`config.mk`:
```
export PLATFORM = sky130hd
export DESIGN_NAME = dtc_window_vote
export DESIGN_NICKNAME = d
export VERILOG_FILES = /design/src/rtl/dtc_window_vote.sv
export SDC_FILE = /design/constraint.sdc
export NUM_CORES = 1
export LEC_CHECK = 0
export CELL_PAD_IN_SITES_DETAIL_PLACEMENT = 1
export CELL_PAD_IN_SITES_GLOBAL_PLACEMENT = 1
export CORE_MARGIN = 3
export CORE_UTILIZATION = 45
export CTS_CLUSTER_SIZE = 24
export DETAILED_ROUTE_END_ITERATION = 8
export PLACE_DENSITY_LB_ADDON = 0.08
export SETUP_SLACK_MARGIN = 0.5
export SKIP_LAST_GASP = 1
export SLEW_MARGIN = 20
export SYNTH_ARGS = -nofsm -noshare
export SYNTH_HDL_FRONTEND = slang
export SYNTH_SLANG_ARGS = --single-unit
```
`constraint.sdc`:
```
create_clock -name clk -period 6.4 [get_ports clk]
set_input_delay 0.96 -clock clk [delete_from_list [all_inputs] [get_ports clk]]
set_output_delay 0.96 -clock clk [all_outputs]
set_load 0.05 [all_outputs]
```
`src/rtl/dtc_window_vote.sv`:
```
`default_nettype none
// ============================================================================
// Module   : dtc_window_vote
// Brief    : Windowed majority vote over 3-bit classifier codes with a
//            registered valid/ready result (winning code, count, tie flag).
// Revision : 1.0
// ============================================================================
module dtc_window_vote #(
    parameter  int WIN_LEN = 16,
    localparam int CNT_W   = $clog2(WIN_LEN + 1)
) (
    input  logic             clk,
    input  logic             rst,
    input  logic             in_valid,
    output logic             in_ready,
    input  logic [2:0]       in_class,
    output logic             out_valid,
    input  logic             out_ready,
    output logic [2:0]       out_class,
    output logic [CNT_W-1:0] out_count,
    output logic             out_tie
);

    typedef enum logic [1:0] {
        ST_ACCUM  = 2'd0,
        ST_REDUCE = 2'd1,
        ST_HOLD   = 2'd2
    } state_t;

    state_t           state_q;
    logic [CNT_W-1:0] cnt_q [8];
    logic [CNT_W-1:0] n_q;
    logic [2:0]       idx_q;
    logic [2:0]       best_cls_q, best_cls_d;
    logic [CNT_W-1:0] best_cnt_q, best_cnt_d;
    logic             tie_q, tie_d;
    logic             in_ready_q;
    logic             out_valid_q;
    logic [2:0]       out_class_q;
    logic [CNT_W-1:0] out_count_q;
    logic             out_tie_q;

    logic [CNT_W-1:0] w_cur_cnt;
    logic             w_accept;
    logic             w_last;

    assign w_cur_cnt = cnt_q[idx_q];
    assign w_accept  = (state_q == ST_ACCUM) && in_valid && in_ready_q;
    assign w_last    = (n_q == CNT_W'(WIN_LEN - 1));

    // Strict greater-than keeps the lowest code on equal counts; empty codes never tie.
    always_comb begin
        best_cls_d = best_cls_q;
        best_cnt_d = best_cnt_q;
        tie_d      = tie_q;
        if (w_cur_cnt > best_cnt_q) begin
            best_cls_d = idx_q;
            best_cnt_d = w_cur_cnt;
            tie_d      = 1'b0;
        end else if ((w_cur_cnt == best_cnt_q) && (best_cnt_q != '0)) begin
            tie_d      = 1'b1;
        end
    end

    always_ff @(posedge clk or posedge rst) begin
        if (rst) begin
            state_q     <= ST_ACCUM;
            for (int i = 0; i < 8; i++) cnt_q[i] <= '0;
            n_q         <= '0;
            idx_q       <= '0;
            best_cls_q  <= '0;
            best_cnt_q  <= '0;
            tie_q       <= 1'b0;
            in_ready_q  <= 1'b0;
            out_valid_q <= 1'b0;
            out_class_q <= '0;
            out_count_q <= '0;
            out_tie_q   <= 1'b0;
        end else begin
            case (state_q)
                ST_ACCUM: begin
                    in_ready_q <= 1'b1;
                    if (w_accept) begin
                        cnt_q[in_class] <= cnt_q[in_class] + CNT_W'(1);
                        n_q             <= n_q + CNT_W'(1);
                        if (w_last) begin
                            state_q    <= ST_REDUCE;
                            in_ready_q <= 1'b0;
                            idx_q      <= '0;
                            best_cls_q <= '0;
                            best_cnt_q <= '0;
                            tie_q      <= 1'b0;
                        end
                    end
                end
                ST_REDUCE: begin
                    best_cls_q <= best_cls_d;
                    best_cnt_q <= best_cnt_d;
                    tie_q      <= tie_d;
                    idx_q      <= idx_q + 3'd1;
                    if (idx_q == 3'd7) begin
                        state_q     <= ST_HOLD;
                        out_valid_q <= 1'b1;
                        out_class_q <= best_cls_d;
                        out_count_q <= best_cnt_d;
                        out_tie_q   <= tie_d;
                    end
                end
                ST_HOLD: begin
                    if (out_ready) begin
                        state_q     <= ST_ACCUM;
                        out_valid_q <= 1'b0;
                        in_ready_q  <= 1'b1;
                        for (int i = 0; i < 8; i++) cnt_q[i] <= '0;
                        n_q         <= '0;
                    end
                end
                default: state_q <= ST_ACCUM;
            endcase
        end
    end

    assign in_ready  = in_ready_q;
    assign out_valid = out_valid_q;
    assign out_class = out_class_q;
    assign out_count = out_count_q;
    assign out_tie   = out_tie_q;

endmodule
`default_nettype wire
```
Word level (Yosys, flattened, before mapping)
Index checks and enable logic that the tools add are counted.

operators by class
  $add $sub $neg = 3
  magnitude comparators = 4
  equality and inequality tests = 9
  mux-type cells = 41
  bitwise operators = 2
  reductions and logical operators = 15

operators with widths
  operator                                                               count
  40-bit 2-to-1 mux                                                      2
  40-bit one-hot mux with 2 select lines                                 1
  5-bit 2-to-1 mux                                                       10
  40-bit bitwise mux                                                     1
  5-bit binary-select mux with 3-bit select                              2
  5-bit one-hot mux with 2 select lines                                  2
  5-bit demux with 3-bit select                                          1
  3-bit one-hot mux with 2 select lines                                  2
  5-bit by 1-bit adder with 5-bit output, second input constant          2
  1-bit 2-to-1 mux                                                       9
  3-bit 2-to-1 mux                                                       3
  3-bit AND reduction                                                    3
  4-bit greater-or-equal comparator, second input constant               2
  2-bit 2-to-1 mux                                                       4
  2-bit != test, second input constant                                   4
  3-bit inverter with 4-bit output                                       2
  1-bit one-hot mux with 2 select lines                                  3
  2-bit one-hot mux with 3 select lines                                  1
  2-bit nonzero test                                                     3
  5-bit by 4-bit equality test with 1-bit output, second input constant  1
  5-bit equality test                                                    1
  5-bit > comparator                                                     1
  5-bit nonzero test                                                     1
  1-bit logical AND                                                      4
  other kinds (8)                                                        9

storage, ports and cells
  register bits = 70
  bits of input ports = 7
  output and inout port bits = 11
  word-level logic and storage cells = 93

Logic depth before layout (Yosys ltp)
  depth in word-level cells = 9
  depth in mapped cells = 13
  gate-level depth less buffers = 9

Worst setup path after synthesis
Ideal clock, no wire load.

  path type = flip-flop to flip-flop
  start point = register idx_q[0]
  end point = register best_cls_q[0]
  setup time = 0.067 ns
  arrival = 3.110 ns
  required time = 6.333 ns
  setup slack = 3.223 ns
  cell stages (with the launch flop) = 13
  buffers on the path = 4
  period minus slack after synthesis = 3.177 ns
  cells stage by stage = dfrtp_1 > clkbuf_1 > buf_2 > mux4_2 > mux2_2 > ha_1 > and3_1 > and3_1 > a31oi_1 > buf_2 > and2_1 > clkbuf_1 > a22o_1

on the way
  word-level cells in the longest chain between the ends = 7

RTL lines
  element                                                 RTL line  RTL
  start, declared                                         33        logic [2:0] idx_q;
  start signal, assigned                                  100       idx_q <= idx_q + 3'd1;
  3-bit inverter with 4-bit output (not written as such)  47        assign w_cur_cnt = cnt_q[idx_q];
  5-bit binary-select mux with 3-bit select               47
  5-bit 2-to-1 mux (not written as such) (2 in a row)     47
  5-bit > comparator                                      56        if (w_cur_cnt > best_cnt_q) begin
  3-bit 2-to-1 mux (*)                                    56
  3-bit one-hot mux with 2 select lines (*)               80        case (state_q)
  end signal, assigned                                    97        best_cls_q <= best_cls_d;
  end, declared                                           34        logic [2:0] best_cls_q, best_cls_d;

Every way passes the cells marked *; elsewhere a longest branch is shown, timed or not. The select of a mux whose other input is x is not followed.
A chain may end at the register's enable or synchronous reset.

Final worst setup path
  start point = register idx_q[0]
  end point = register best_cnt_q[3]

on the way
  word-level cells in the longest chain between the ends = 7

RTL lines
  element                                                     RTL line  RTL
  3-bit inverter with 4-bit output (not written as such) (*)  47
  5-bit binary-select mux with 3-bit select (*)               47
  5-bit 2-to-1 mux (not written as such) (*) (2 in a row)     47
  5-bit > comparator                                          56
  5-bit 2-to-1 mux (*)                                        56
  5-bit one-hot mux with 2 select lines (*)                   80
  end signal, assigned                                        98        best_cnt_q <= best_cnt_d;
  end, declared                                               35        logic [CNT_W-1:0] best_cnt_q, best_cnt_d;

Marks and branches as above.

==> summary.md <==
| Metric | Value |
|---|---|
| Adder-Cell Fraction of Synth Area | 0.0337 |
| Combinational power share | 0.456 |
| Fmax | 272 MHz |
| Post-CTS sizing | 0 |
| Endpoint type of the worst setup path | flip-flop |
| Ys async rst share | 1.00 |
| Die X | 96.8 um |
| P&R area growth vs syn | 12.6% |
| Mux cell area share after synthesis | 0.158 |
| Hpwl dp | 6490 um |
| Clk pwr share | 0.185 |
| Post-synthesis sequential area ratio | 0.472 |
| Internal power | about 0.0013 W |
| CTS Hold Bufs | 0 |
| Number of remaining DRC errors | 0 |
| Post-Synth Simple-Gate Area | 0.148 |
| First-pass DRT Iterations | 4 |
| Total wire length | roughly 9000 um |
| Setup WS pre-CTS | 2.38 ns |
| Library cells used by synthesis | 46 |
| DIE AREA | about 0.0094 mm2 |
| Largest net degree at the start of global routing | 71 |
| Clock Pin Slew Worst Setup and Hold Paths | roughly 0.08 ns |
| Core Rows | 32 |
| Post-CTS Setup Bufs | 0 |
| Power consumption | 0.00224 W |
| Post-Route Utilization | 0.533 |
| Post-synth EDFFs | 0 |
| Critical R2R Capture | best_cnt_q[3] |
| Tmin final | 3.67 ns |
| Register share of total power | 0.359 |
| Clock Skew | 0.00764 ns |
| H-tree depth | 3 |
| M1 WL | 4380 um |
| Slew @ Worst Pin | 0.907 ns |
| Pwr/cell area | 536 mW/mm2 |
| Leakage | 1.82 nW |
| CP Max Fanout | 15 |
| CTS tree | done |
| Fillers | 875 |
| Total global routing overflow | 0 |
| #FFs+latches synth | 70 |
| Fin. Hold Viols | 0 |
| Status | complete, no violations |
| WL met2 | 4170 um |
| Initial core utilization | 0.473 |
| XOR/XNOR Fraction of Synth Area | 0.0138 |
| CP Launch Type | flip-flop |
| Worst hold-check path type | flip-flop to flip-flop |
| Synth warnings | 0 |
| Syn nets | 365 |
| Chip height | 96.8 um |
| Tot GR Track Use | 0.205 |
| Syn Area/Cell | 10.7 um2 |
| Compound-Gate Fraction of Synth Area | 0.137 |
| Post-Syn Area | 0.00371 mm2 |
| Most used DFF post-synth | dfrtp_1 |
| Largest family of logic cells by synthesized area | multiplexers |
| Initial antenna violation count | 0 |
| Max Buffers Root-to-Sink | 2 |
| Layout cells sized above 1 | 0.140 |
| First-pass GRT wire length | 15400 um |
| Reg2Reg Setup Slack | around 2.7 ns |
| Switch Pwr | 0.000915 W |
| DRT iter0 DRCs | 168 |
| ANT nets after route | 0 |
| Core box area | 0.00785 mm2 |
| DR top layer | met4 |
| Routed length on met3 | 261 um |
| Critical path origin | idx_q[0] |
| Mapped Cells | roughly 350 |
| PortBufs | 17 |
| Avg WL per Cell | 19.3 um |
| Vias | 2769 |
| Unrepaired setup endpoints after global routing | no |
| Clock sink total | 70 |
| # IOs | 18 |
| Final Cycle Share | 0.574 |
| Clock latency on the worst-skew pair | 0.35 ns |
| Vias in the first global route | around 2800 |
| Reg2Reg Depth | 8 |
| Worst r2r src | idx_q[0] |
| Fin worst setup slack | approximately 2.7 ns |
| CTS Buf Count | 9 |
| Final TNS setup | 0 ns |
| Final setup viols | 0 |
| Crit path capture | best_cnt_q[3] |
| Antenna cells | 0 |
| Max Slew Vio Count | 0 |
| Worst slew margin | 0.395 |
| Vias per cell | between 5 and 6 |
| Layout Nets | around 380 |
| Maximum vdd ir drop | approximately 0.00020 V |
| Hold Path Depth | 2 |
| RD Place Congestion | 0.856 |
| Max Cap Viol | 0 |
| Required time of the worst setup path | 6.64 ns |
| Fraction of power spent switching nets | 0.408 |
| Root buf cell | clkbuf_8 |
| Critical path class | flip-flop to flip-flop |
| Arr. time, crit path | 3.91 ns |
cells in the mapped netlist (2+ instances only):
cell / n / area, um2
a22o_1: 10 / 87.6
inv_1: 13 / 48.8
or2_2: 2 / 12.5
o21ai_0: 36 / 180
o21ai_1: 17 / 85.1
ha_1: 10 / 125
mux2_2: 10 / 113
a31oi_1: 2 / 12.5
buf_2: 7 / 35.0
o22ai_1: 3 / 18.8
nand3_1: 37 / 185
xor2_1: 4 / 35.0
nor2b_1: 5 / 31.3
dfrtp_1: 70 / 1750
nand3b_1: 2 / 15.0
o221ai_1: 2 / 17.5
nand2b_1: 6 / 37.5
clkbuf_1: 12 / 45.0
and3_1: 3 / 18.8
nand2_1: 35 / 131
mux2i_1: 12 / 120
nor2_1: 8 / 30.0
a21oi_1: 6 / 30.0
mux4_2: 14 / 315
state kept, by name, indices dropped and copies added (netlist names):
register / count
best_cnt_q: 5
cnt_q: 40
tie_q: 1
out_class: 3
out_count: 5
in_ready: 1
idx_q: 3
out_valid: 1
state_q: 2
n_q: 5
best_cls_q: 3
out_tie: 1
worst max-delay path: stages (launching register included):
cell and delay (ns):
dfrtp_1 0.78, mux4_2 0.59, mux2_2 0.32, ha_1 0.30, and3_1 0.17, o21ai_0 0.14, a31oi_2 0.61, o21ai_1 0.33
a22o_1 0.31
power by group through the flow:
stage | Clock [W] | Sequential (W) | Combinational, W
6_report | 0.000415 | 0.000806 | 0.00102
5_1_grt | 0.000446 | 0.000834 | 0.00114
4_1_cts | 0.000423 | 0.000804 | 0.00102
3_5_place_dp | 0 | 0.000812 | 0.00101
3_3_place_gp | 0 | 0.000805 | 0.000989
2_1_floorplan | 0 | 0.000786 | 0.000768
placed cells by master (no fill, tap or decap), types with 11 or more instances in the layout:
master	instances
clkdlybuf4s50_1	17
inv_1	12
dfrtp_1	70
o21ai_0	36
clkbuf_8	11
mux4_2	14
nand2_1	35
nand3_1	37
o21ai_1	17
mux2i_1	12
metrics by stage:
step	cells	hold WS [ns]	instance area, um2
final	466	0.482	4180
after global routing	466	0.511	4180
after global placement	450	0.462	3940
after floorplan	348	0.458	3710
after detailed placement	450	0.473	3940
after CTS	466	0.492	4170
worst min-delay path by stage:
stage / start / to / slack [ns]
after floorplan: cnt_q[22] / cnt_q[22] / 0.46
after global placement: out_count[4] / out_count[4] / 0.46
after detailed placement: out_class[2] / out_class[2] / 0.47
after CTS: out_class[2] / out_class[2] / 0.49
after global routing: out_class[2] / out_class[2] / 0.51
final: out_class[2] / out_class[2] / 0.48
routing by layer:
metal / up-vias / track usage
li1: 1303 / -
met1: 1399 / 0.295
met2: 51 / 0.313
met3: 16 / 0.0332
met4: 0 / 0.0734
met5: - / 0
cells by family (layout without fill, tap and decap cells):
family | count (synthesis) | in the layout
AO/OA/AOI/OAI | 85 | 85
XOR/XNOR | 5 | 5
adder cells (fa/ha/maj) | 10 | 10
flip-flops | 70 | 70
AND/OR/NAND/NOR | 107 | 107
buffers and inverters | 33 | 49
multiplexers | 38 | 38
area by class of cell:
| class | count | area [um2] | area share |
|---|---|---|---|
| multi-input cells | 245 | 1830 | 0.437 |
| flip-flops and latches | 70 | 1750 | 0.419 |
| repair buffers | 20 | 193 | 0.0461 |
| clock buffers | 11 | 151 | 0.0362 |
| well taps | 102 | 128 | 0.0305 |
| clock inverters | 5 | 81.3 | 0.0195 |
| inverters | 13 | 48.8 | 0.0117 |
(Power assumes the default switching activity.)
